## config.mk

```make
export PLATFORM = sky130hd
export DESIGN_NAME = mem_arbiter
export DESIGN_NICKNAME = d
export VERILOG_FILES = /design/src/rtl/mem_arb_pkg.sv /design/src/rtl/rr_arb2.sv /design/src/rtl/mem_arbiter.sv
export SDC_FILE = /design/constraint.sdc
export NUM_CORES = 1
export LEC_CHECK = 0
export ABC_CLOCK_PERIOD_IN_PS = 1610
export CORE_AREA = 2 2 370 372
export CTS_BUF_LIST = sky130_fd_sc_hd__clkbuf_2
export DETAILED_ROUTE_END_ITERATION = 10
export DIE_AREA = 0 0 372 374
export MAX_ROUTING_LAYER = met4
export PLACE_DENSITY = 0.32
export REMOVE_ABC_BUFFERS = 1
export SYNTH_ARGS = -nofsm -noshare
export SYNTH_HDL_FRONTEND = slang
export SYNTH_SLANG_ARGS = --single-unit
```

## constraint.sdc

```tcl
create_clock -name clk -period 1.61 [get_ports clk]
set_input_delay 0.483 -clock clk [delete_from_list [all_inputs] [get_ports clk]]
set_output_delay 0.483 -clock clk [all_outputs]
set_load 0.02 [all_outputs]
```

## src/rtl/mem_arb_pkg.sv

```systemverilog
// Shared types and helpers for the icache/dcache memory arbiter.
// Holds FSM states, client IDs and the memory-tag split helpers.
package mem_arb_pkg;

    typedef enum logic [1:0] {
        IDLE,
        REQ,
        WDATA
    } arb_state_t;

    localparam logic CLIENT_ICACHE = 1'b0;
    localparam logic CLIENT_DCACHE = 1'b1;

    // Memory tag = {client id, client tag}; the id sits in the MSB.
    function automatic int cid_bit(input int tag_bits);
        return tag_bits - 1;
    endfunction

    function automatic int beat_width(input int beats);
        return (beats > 1) ? $clog2(beats) : 1;
    endfunction

endpackage

```

## src/rtl/rr_arb2.sv

```systemverilog
// Two-way round-robin picker with a priority pointer.
// The pointer moves past the served client on each advance strobe.
module rr_arb2
    import mem_arb_pkg::*;
(
    input  logic       clk,
    input  logic       reset,
    input  logic [1:0] req,
    input  logic       advance,
    input  logic       adv_id,
    output logic       win,
    output logic       prio
);

    logic prio_q;

    always_ff @(posedge clk) begin
        if (!reset) begin
            prio_q <= CLIENT_ICACHE;
        end else if (advance) begin
            prio_q <= ~adv_id;
        end
    end

    assign prio = prio_q;
    assign win  = (req[0] && req[1]) ? prio_q : req[1];

endmodule

```

## src/rtl/mem_arbiter.sv

```systemverilog
// Shares the external memory port between icache (0) and dcache (1).
// Round-robin request grant, line-locked write data, tag-steered responses.
module mem_arbiter
    import mem_arb_pkg::*;
#(
    parameter int ADDR_BITS  = 28,
    parameter int DATA_BITS  = 128,
    parameter int TAG_BITS   = 5,
    parameter int DATA_BEATS = 4
) (
    input  logic                   clk,
    input  logic                   reset,

    input  logic                   c0_req_valid,
    output logic                   c0_req_ready,
    input  logic                   c0_req_rw,
    input  logic [ADDR_BITS-1:0]   c0_req_addr,
    input  logic [TAG_BITS-2:0]    c0_req_tag,
    input  logic                   c0_req_data_valid,
    output logic                   c0_req_data_ready,
    input  logic [DATA_BITS-1:0]   c0_req_data_bits,
    input  logic [DATA_BITS/8-1:0] c0_req_data_mask,
    output logic                   c0_resp_valid,
    output logic [TAG_BITS-2:0]    c0_resp_tag,
    output logic [DATA_BITS-1:0]   c0_resp_data,

    input  logic                   c1_req_valid,
    output logic                   c1_req_ready,
    input  logic                   c1_req_rw,
    input  logic [ADDR_BITS-1:0]   c1_req_addr,
    input  logic [TAG_BITS-2:0]    c1_req_tag,
    input  logic                   c1_req_data_valid,
    output logic                   c1_req_data_ready,
    input  logic [DATA_BITS-1:0]   c1_req_data_bits,
    input  logic [DATA_BITS/8-1:0] c1_req_data_mask,
    output logic                   c1_resp_valid,
    output logic [TAG_BITS-2:0]    c1_resp_tag,
    output logic [DATA_BITS-1:0]   c1_resp_data,

    output logic                   mem_req_valid,
    input  logic                   mem_req_ready,
    output logic                   mem_req_rw,
    output logic [ADDR_BITS-1:0]   mem_req_addr,
    output logic [TAG_BITS-1:0]    mem_req_tag,
    output logic                   mem_req_data_valid,
    input  logic                   mem_req_data_ready,
    output logic [DATA_BITS-1:0]   mem_req_data_bits,
    output logic [DATA_BITS/8-1:0] mem_req_data_mask,

    input  logic                   mem_resp_valid,
    input  logic [TAG_BITS-1:0]    mem_resp_tag,
    input  logic [DATA_BITS-1:0]   mem_resp_data
);

    localparam int CID    = cid_bit(TAG_BITS);
    localparam int BEAT_W = beat_width(DATA_BEATS);
    localparam logic [BEAT_W-1:0] LAST =
        BEAT_W'(DATA_BEATS - 1);

    arb_state_t        state, state_n;
    logic              grant, grant_n;
    logic [BEAT_W-1:0] beat, beat_n;
    logic              win, prio, advance;

    logic                   sel_rw;
    logic [ADDR_BITS-1:0]   sel_addr;
    logic [TAG_BITS-2:0]    sel_tag;
    logic                   sel_dvalid;
    logic [DATA_BITS-1:0]   sel_dbits;
    logic [DATA_BITS/8-1:0] sel_dmask;

    rr_arb2 u_rr (
        .clk     (clk),
        .reset   (reset),
        .req     ({c1_req_valid, c0_req_valid}),
        .advance (advance),
        .adv_id  (grant),
        .win     (win),
        .prio    (prio)
    );

    // Grant resets to the icache, so idle outputs follow client 0.
    always_comb begin
        sel_rw     = c0_req_rw;
        sel_addr   = c0_req_addr;
        sel_tag    = c0_req_tag;
        sel_dvalid = c0_req_data_valid;
        sel_dbits  = c0_req_data_bits;
        sel_dmask  = c0_req_data_mask;
        if (grant == CLIENT_DCACHE) begin
            sel_rw     = c1_req_rw;
            sel_addr   = c1_req_addr;
            sel_tag    = c1_req_tag;
            sel_dvalid = c1_req_data_valid;
            sel_dbits  = c1_req_data_bits;
            sel_dmask  = c1_req_data_mask;
        end
    end

    always_ff @(posedge clk) begin
        if (!reset) begin
            state <= IDLE;
            grant <= CLIENT_ICACHE;
            beat  <= '0;
        end else begin
            state <= state_n;
            grant <= grant_n;
            beat  <= beat_n;
        end
    end

    always_comb begin
        state_n = state;
        grant_n = grant;
        beat_n  = beat;
        advance = 1'b0;
        unique case (state)
            IDLE: begin
                if (c0_req_valid || c1_req_valid) begin
                    grant_n = win;
                    state_n = REQ;
                end
            end
            REQ: begin
                if (mem_req_ready) begin
                    advance = 1'b1;
                    beat_n  = '0;
                    state_n = sel_rw ? WDATA : IDLE;
                end
            end
            WDATA: begin
                if (sel_dvalid && mem_req_data_ready) begin
                    if (beat == LAST) begin
                        beat_n  = '0;
                        state_n = IDLE;
                    end else begin
                        beat_n = beat + BEAT_W'(1);
                    end
                end
            end
            default: state_n = IDLE;
        endcase
    end

    logic in_req, in_wd;
    assign in_req = (state == REQ);
    assign in_wd  = (state == WDATA);

    assign mem_req_valid = in_req;
    assign mem_req_rw    = sel_rw;
    assign mem_req_addr  = sel_addr;
    assign mem_req_tag   = {grant, sel_tag};

    assign c0_req_ready = in_req && (grant == CLIENT_ICACHE)
                          && mem_req_ready;
    assign c1_req_ready = in_req && (grant == CLIENT_DCACHE)
                          && mem_req_ready;

    assign mem_req_data_valid = in_wd && sel_dvalid;
    assign mem_req_data_bits  = sel_dbits;
    assign mem_req_data_mask  = sel_dmask;

    assign c0_req_data_ready = in_wd && (grant == CLIENT_ICACHE)
                               && mem_req_data_ready;
    assign c1_req_data_ready = in_wd && (grant == CLIENT_DCACHE)
                               && mem_req_data_ready;

    assign c0_resp_valid = mem_resp_valid
                           && (mem_resp_tag[CID] == CLIENT_ICACHE);
    assign c1_resp_valid = mem_resp_valid
                           && (mem_resp_tag[CID] == CLIENT_DCACHE);
    assign c0_resp_tag   = mem_resp_tag[TAG_BITS-2:0];
    assign c1_resp_tag   = mem_resp_tag[TAG_BITS-2:0];
    assign c0_resp_data  = mem_resp_data;
    assign c1_resp_data  = mem_resp_data;

endmodule
```

# Word-level counts from Yosys, hierarchy flattened
# Cells that the tools add are included.
# W data, S select, Z words.
# totals
reg_bits	6
output_inout_bits	450
elab_cells	52
# classes
addsub	1
n_eq_ne	7
mux	19
n_bitwise	2
n_reduce_logical	19
# ops
operator	n
$mux W128	1
$mux W28	1
$mux W16	1
$mux W2	8
$logic_and A1 B1 Y1	13
$pmux W2 S3	1
$mux W1	5
$eq A2 B2 Y1 const B	2
$mux W4	1
$ne A2 B1 Y1 const B	2
$ne A2 B2 Y1 const B	2
$pmux W2 S2	1
$reduce_and A4 Y1	1
$reduce_and A3 Y1	1
$add A2 B1 Y2 const B	1
$eq A2 B1 Y1 const B	1
$logic_not A2 Y1	1
$not A1 Y1	2
$reduce_and A2 Y1	1
$reduce_bool A2 Y1	1
$logic_or A1 B1 Y1	1

# Logic depth before layout (Yosys ltp)
# Gate-level depths: netlist of run 1.
# logic_depth
depth_word	4
mapped_depth	4

# Modules after synthesis
# A second synthesis of run 1 with hierarchy kept.
# unflattened
cells_unflattened	505
area_unflattened_um2	4563.1
# modules_own_cells
module	n_inst	cells_per_inst	area_per_inst_um2	seq_area_each_um2
mem_arbiter	1	500	4518.1	100.1
rr_arb2	1	5	45.0	20.0

# Worst setup path before layout of run 1
# OpenSTA, ideal clock, no wires.
# synth_path
path_kind	reg-to-output
start	register grant
end	output mem_req_addr[27]
arrival_time_ns	1.108
required_time_ns	1.127
setup_slack_ns	0.019
stages_incl_launch_ff	4
cell_sequence	dfxtp_1 -> buf_6 -> clkbuf_8 -> mux2_2
# synth_between
elab_chain_cells	1
# synth_rtl
element	line_no	text
start, declared	mem_arbiter.sv:61	logic grant, grant_n;
start signal, assigned	mem_arbiter.sv:107	grant <= grant_n;
$mux W28	mem_arbiter.sv:90	if (grant == CLIENT_DCACHE) begin
end, declared	mem_arbiter.sv:43	output logic [ADDR_BITS-1:0] mem_req_addr,
# Every way passes these cells.

# Worst setup path after layout of run 1
# layout_path
start	register grant
end	output mem_req_data_mask[4]
# layout_between
elab_chain_cells	1
# layout_rtl
element	line_no	text
$mux W16	mem_arbiter.sv:90	
end, declared	mem_arbiter.sv:48	output logic [DATA_BITS/8-1:0] mem_req_data_mask,
# Every way passes these cells.

==> results.yml, run 1 <==
clock_tree:
  clk_pin_slew_ns: 0.08
  cts_root_buf: "clkbuf_2"
  ctsHoldBuffers: 0
  htreeDepth: 1
  numCtsBuffers: 3
  clkSinkCount: 6
  clk-insertion-delay-late_ns: 0.23
  tritoncts: "yes"
  cts.path.max_buffers: 2
setup_path:
  worst-path-buf-inv: 4
  r2r_cells: 8
  setup.worst_path.end: "mem_req_data_mask[4]"
  critPathRequiredTime_ns: 1.13
  crit_type: "flip-flop to output port"
  cp.depth: 5
  path_max_fanout: 7
  cp_slowest_stage_delay_ns: 0.40
  path_cells: "buf_12 > buf_16 > buf_16 > mux2_4 > buf_6"
  crit_start: "grant$_SDFFE_PN0P_"
  crit_arrival_ns: 1.72
  reg2reg_from: "grant$_SDFFE_PN0P_"
  r2r_setup_slack_ns: -0.05
  cp_common_cell: "buf_16"
  cp-end-kind: "output port"
  rr_endpoint: "beat[1]$_SDFFE_PN0P_"
  crit_slowest_cell: "dfxtp_4"
  start_kind: "flip-flop"
  cp_top_family: "buffers and inverters"
synthesis:
  synthMuxAreaShare_pct: 44.19
  yosys_warnings: 0
  ys_top_cells_by_area: "buf_4 43%, mux2_2 43%, clkbuf_8 4.2%"
  yosys.area_share.simple_pct: 2.946
  synth_compound_area_share_pct: 0.8456
  synthArstFlopShare_pct: 0
  synth_edf_count: 0
  yosys.area.top_type_share_pct: 43.37
  yosysTopAreaCell: "buf_4"
  seq_area_frac_synth_pct: 2.619
  syn-cell-area_um2: 4587
  ys_types: 23
  ys_ff_latch: 6
  synthAdderAreaFrac_pct: 0.2728
  syn_area_per_cell_um2: 9.101
  ys.flop_type: "dfxtp_1"
  synth_top_family_by_area: "buffers and inverters"
  synthesis.instances: 504
  synthXorXnorAreaFrac_pct: 0
drt:
  wl_per_cell_um: 44.56
  drc: 0
  vias: 6091
  viasPerCell: 2.309
  drt_iter0_markers: 393
  dr.pass1.iters: 4
  ant_nets: 0
  routed_wl_um: 117600
pwr:
  totalPowerFinal_w: 0.005127
  ir_drop_mv: 0.1313
  power_density_nw_per_um2: 407.7
  leakage_nw: 4.650
sta:
  fin_crit_ns: 2.200
  maxSlewHeadroom_pct: 76.79
  worst_pin_slew_ns: 0.3394
  fin_ws_ns: -0.5896
  setup_violations: 185
  rsz0062_at_grt: "true"
  max_freq_ghz: 0.4546
  hold_viol: 0
  drv_slew: 0
  fin_skew_ns: 0.01400
  fin_crit_sh_pct: 136.6
grt:
  globalRouteTotalUtil_pct: 16.55
  grt_first_pass_wirelength_um: 130600
  antenna_found_initial: 8
  grt_max_degree: 14
  gr-total-overflow: 0
  grt_pass1_vias: 6383
floorplan:
  floorplan.die.height_um: 374
  rows: 135
  design.core.area_um2: 135000
  start_util_pct: 3.399
  die-area_um2: 139100
  die_x_um: 372
  num_io_pins: 946
finish:
  drive_gt1_share_pct: 53.87
  nets: 1350
  fin_util_pct: 9.318
  fill_cells: 15600
  instances_no_fill: 2638
  synthToLayoutAreaGrowth_pct: 174.2
placed_design:
  place_inst: 2573
  gp_congestion: 0.7823
  hpwl_um: 103900
  pre_cts_ws_ns: -0.8012
  io_buffer_count: 549
outcome:
  failed_checks: "negative setup slack"
  status: "finished, violations left"
worst_hold_path:
  hold_path_class: "flip-flop to flip-flop"
job:
  cap_violations: 0
## layout make-up
class                           instances  area (um2)  area share [%]
Inverter                                1       3.754         0.02985
Tap cell                             1781        2228           17.72
Timing Repair Buffer                  629        7327           58.26
Antenna cell                            5       12.51         0.09949
Sequential cell                         6       125.1          0.9949
Multi-Input combinational cell        212        2859           22.73
Clock buffer                            4       20.02          0.1592
## synthesized netlist by cell type, types with 2 or more instances
| cell | instances |
|---|---|
| and2_1 | 2 |
| nand3b_1 | 2 |
| mux2i_1 | 3 |
| nand3_1 | 5 |
| dfxtp_1 | 6 |
| nor2_1 | 6 |
| o21ai_0 | 2 |
| buf_6 | 6 |
| a21oi_1 | 2 |
| nor2b_1 | 4 |
| mux2_2 | 176 |
| buf_4 | 265 |
| nand2_1 | 2 |
| clkbuf_8 | 14 |
## worst register-to-register path, cell delays in order (launching register included)
cell	delay, ns
dfxtp_4	0.38
buf_12	0.16
buf_4	0.15
buf_8	0.13
mux2i_4	0.18
buf_4	0.13
buf_4	0.14
nor2_4	0.10
mux2i_1	0.21
## flip-flops by register name, indices dropped and copies added (netlist names)
register,count
grant,1
u_rr.prio,1
beat,2
state,2
## layer usage
layer  track usage, %  wire length (um)  vias to the layer above  part of all wire, %
met5                -                 0                        -                    0
met1            13.73             36150                     2717                   31
li1                 -                 -                     2134                    -
met3            18.56             28080                       76                   24
met4            4.086              3698                        0                  3.1
met2            24.27             49630                     1164                   42
## cell families (layout without fill, tap and decap cells)
kind of cell,count (synthesis),count (layout)
buffers and inverters,286,634
muxes,180,180
and+or+nand+nor,25,25
AOI/OAI and AO/OA,6,6
DFF,6,6
adders and majority gates,1,1
other,0,5
## cells in the final DEF, fill, tap and decap left out, drive strengths merged, types with 2 or more instances in the layout
master / count
a21oi: 2
and2: 2
buf: 265
clkbuf: 5
clkdlybuf4s50: 357
dfxtp: 6
diode: 5
dlygate4sd2: 5
mux2: 177
mux2i: 3
nand2: 2
nand3: 5
nand3b: 2
nor2: 6
nor2b: 4
o21ai: 2
## stage by stage
| step | area (um2) | hold slack (ns) | TNS [ns] |
|---|---|---|---|
| after floorplan | 2337 | 0.4502 | -757.28 |
| after detailed placement | 10440 | 0.4853 | -86.41 |
| final | 12580 | 0.4911 | -81.76 |
| after global routing | 12570 | 0.5329 | -89.72 |
| after CTS | 11990 | 0.4950 | -91.69 |
| after global placement | 10440 | 0.4727 | -85.31 |
## where the power goes
part | switching [W] | internal (W) | leakage [nW]
sequential | 0.00000793 | 0.000156 | 0.0499
combinational | 0.00211 | 0.00273 | 4.58
clock | 0.0000626 | 0.0000659 | 0.0166
## repair_timing
| item | in CTS | in global routing |
|---|---|---|
| endpoints found under the hold margin | 0 | 0 |
| setup endpoints to repair | 186 | 187 |
| pin swaps | 3 | 3 |
| cloned | 13 | 1 |
| buffers inserted | 37 | 18 |
| resized for setup | 566 | 223 |
## worst min path at each step
stage | cells after the start | slack (ns) | from | to
after global placement | 2 | 0.47 | beat[1]$_SDFFE_PN0P_ | beat[1]$_SDFFE_PN0P_
after CTS | 2 | 0.50 | beat[0]$_SDFFE_PN0P_ | beat[0]$_SDFFE_PN0P_
after global routing | 2 | 0.53 | beat[0]$_SDFFE_PN0P_ | beat[0]$_SDFFE_PN0P_
after detailed placement | 2 | 0.49 | beat[0]$_SDFFE_PN0P_ | beat[0]$_SDFFE_PN0P_
after floorplan | 2 | 0.45 | beat[1]$_SDFFE_PN0P_ | beat[1]$_SDFFE_PN0P_
final | 2 | 0.49 | beat[0]$_SDFFE_PN0P_ | beat[0]$_SDFFE_PN0P_
Power figures use the tool's default switching activity.
==> inputs of run 2 (changes only) <==
==> constraint.sdc (replaced) <==
create_clock -name clk -period 1.61 [get_ports clk]
set_input_delay 0.483 -clock clk [delete_from_list [all_inputs] [get_ports clk]]
set_output_delay 0.483 -clock clk [all_outputs]
set_load 0.05 [all_outputs]
==> run 2 against run 1 <==
Against the previous run:
- the run still ends with negative setup slack left
- power is 24% higher
- via count is 1.9% lower
- worst setup slack better by 0.068 ns
- non-clock buffer count is 24 lower
- utilization is 0.36 points higher
- critical path depth stayed put
- combinational power is 25% higher
- clock power hardly changed
==> results.yml, run 2 (synthesized netlist as in run 1, its figures left out) <==
outcome:
  status: "finished, violations left"
  failed_checks: "negative setup slack"
finish:
  final_common_cell: "clkdlybuf4s50_1"
  synthToLayoutAreaGrowth_pct: 184.6
  nets: 1326
  final_cell_mix: "359 x clkdlybuf4s50_1, 147 x mux2_4, 135 x buf_12"
  drive_gt1_share_pct: 52.66
  instances_no_fill: 2612
  fill_cells: 15550
  top_regs: "beat: 2 flops, state: 2 flops"
sta:
  fin_ws_ns: -0.5212
  drv_slew: 0
  maxSlewHeadroom_pct: 79.14
  fin_skew_ns: 0.01303
  fin_crit_ns: 2.131
  setup-tns-final_ns: -80.32
  fin_crit_sh_pct: 132.4
  setup_violations: 183
  hold_viol: 0
  max_freq_ghz: 0.4692
  rsz0062_at_grt: "true"
  worst_pin_slew_ns: 0.3050
clock_tree:
  clk-insertion-delay-late_ns: 0.24
  htreeDepth: 1
  clkSinkCount: 6
  cts.path.max_buffers: 2
  numCtsBuffers: 3
  tritoncts: "yes"
  cts_root_buf: "clkbuf_2"
  clk_pin_slew_ns: 0.08
setup_path:
  cp-end-kind: "output port"
  crit_arrival_ns: 1.65
  start_kind: "flip-flop"
  critPathRequiredTime_ns: 1.13
  path_max_fanout: 6
  crit_type: "flip-flop to output port"
grt:
  grt_max_degree: 16
  grt_pass1_vias: 6193
  globalRouteTotalUtil_pct: 16.40
  antenna_found_initial: 7
  grt_first_pass_wirelength_um: 129100
  gr-total-overflow: 0
drt:
  wl_per_cell_um: 44.60
  routed_wl_um: 116500
  viasPerCell: 2.287
  ant_nets: 0
  drt_iter0_markers: 302
  drc: 0
  dr.pass1.iters: 4
  vias: 5974
floorplan:
  num_io_pins: 946
  die-area_um2: 139100
  floorplan.die.height_um: 374
  start_util_pct: 3.399
  die_x_um: 372
  design.core.area_um2: 135000
  rows: 135
placed_design:
  gp_congestion: 0.7764
  io_buffer_count: 549
  place_inst: 2574
  hpwl_um: 103500
pwr:
  leakage_nw: 4.753
  totalPowerFinal_w: 0.006349
  power_density_nw_per_um2: 486.3
  ir_drop_mv: 0.1792
worst_hold_path:
  hold_path_class: "flip-flop to flip-flop"
job:
  cap_violations: 0
run 2: cell count changes in the layout (fill, tap and decap cells not counted), sizes merged:
cell and delta:
diode -2, dlygate4sd2 -2, clkbuf +4, clkdlybuf4s15 -1, clkdlybuf4s50 +2, buf -28
dlymetal6s2s +1
run 2: layout make-up:
class | count | area [um2] | share of cell area (%)
inverters | 1 | 3.754 | 0.02875
repair buffers | 605 | 7853 | 60.15
diodes | 3 | 7.507 | 0.05750
flip-flops and latches | 6 | 125.1 | 0.9584
multi-input cells | 212 | 2818 | 21.58
well taps | 1781 | 2228 | 17.07
clock buffers | 4 | 20.02 | 0.1533
run 2: per-layer routing:
| layer | wire, um | GRT usage, % |
|---|---|---|
| met1 | 36490 | 13.61 |
| met2 | 49560 | 24.19 |
| met3 | 27420 | 18.64 |
| met4 | 3020 | 3.325 |
| met5 | 0 | - |
run 2: through the flow:
| stage | utilization, % | hold slack [ns] | cell area, um2 | setup slack, ns |
|---|---|---|---|---|
| after global routing | 9.671 | 0.5281 | 13050 | -0.5678 |
| after global placement | 8.438 | 0.4670 | 11390 | -0.5465 |
| after CTS | 9.361 | 0.4932 | 12630 | -0.5878 |
| final | 9.673 | 0.4913 | 13060 | -0.5212 |
| after floorplan | - | 0.4502 | 2337 | -4.892 |
| after detailed placement | 8.438 | 0.4836 | 11390 | -0.5530 |
run 2: repair_timing:
| item | 4_1_cts | 5_1_grt |
|---|---|---|
| setup buffers | 16 | 7 |
| pin swaps | 2 | 2 |
| hold buffers | 0 | 0 |
| setup endpoints to repair | 185 | 187 |
| gates resized for setup | 236 | 73 |
| cloned | 6 | 5 |
run 2: worst paths after layout:
| path | from | end | slack [ns] | cells past startpoint |
|---|---|---|---|---|
| worst max-delay path | grant$_SDFFE_PN0P_ | mem_req_data_bits[60] | -0.52 | 5 |
| worst min register to register | beat[1]$_SDFFE_PN0P_ | beat[1]$_SDFFE_PN0P_ | 0.49 | 2 |
| worst min-delay path | beat[1]$_SDFFE_PN0P_ | beat[1]$_SDFFE_PN0P_ | 0.49 | 2 |
| worst max register to register | grant$_SDFFE_PN0P_ | beat[0]$_SDFFE_PN0P_ | 0.11 | 7 |
run 2: where the power goes:
part	total (W)	leakage (nW)	internal [W]	switching, W
logic	0.00605	4.69	0.00299	0.00306
registers	0.000168	0.0499	0.000157	0.0000112
clock network	0.000130	0.0166	0.0000659	0.0000643
run 2: worst max-delay path: stages (launching register included):
cell	delay [ns]
dfxtp_4	0.38
buf_12	0.15
buf_16	0.15
buf_12	0.13
mux2_4	0.37
buf_6	0.18
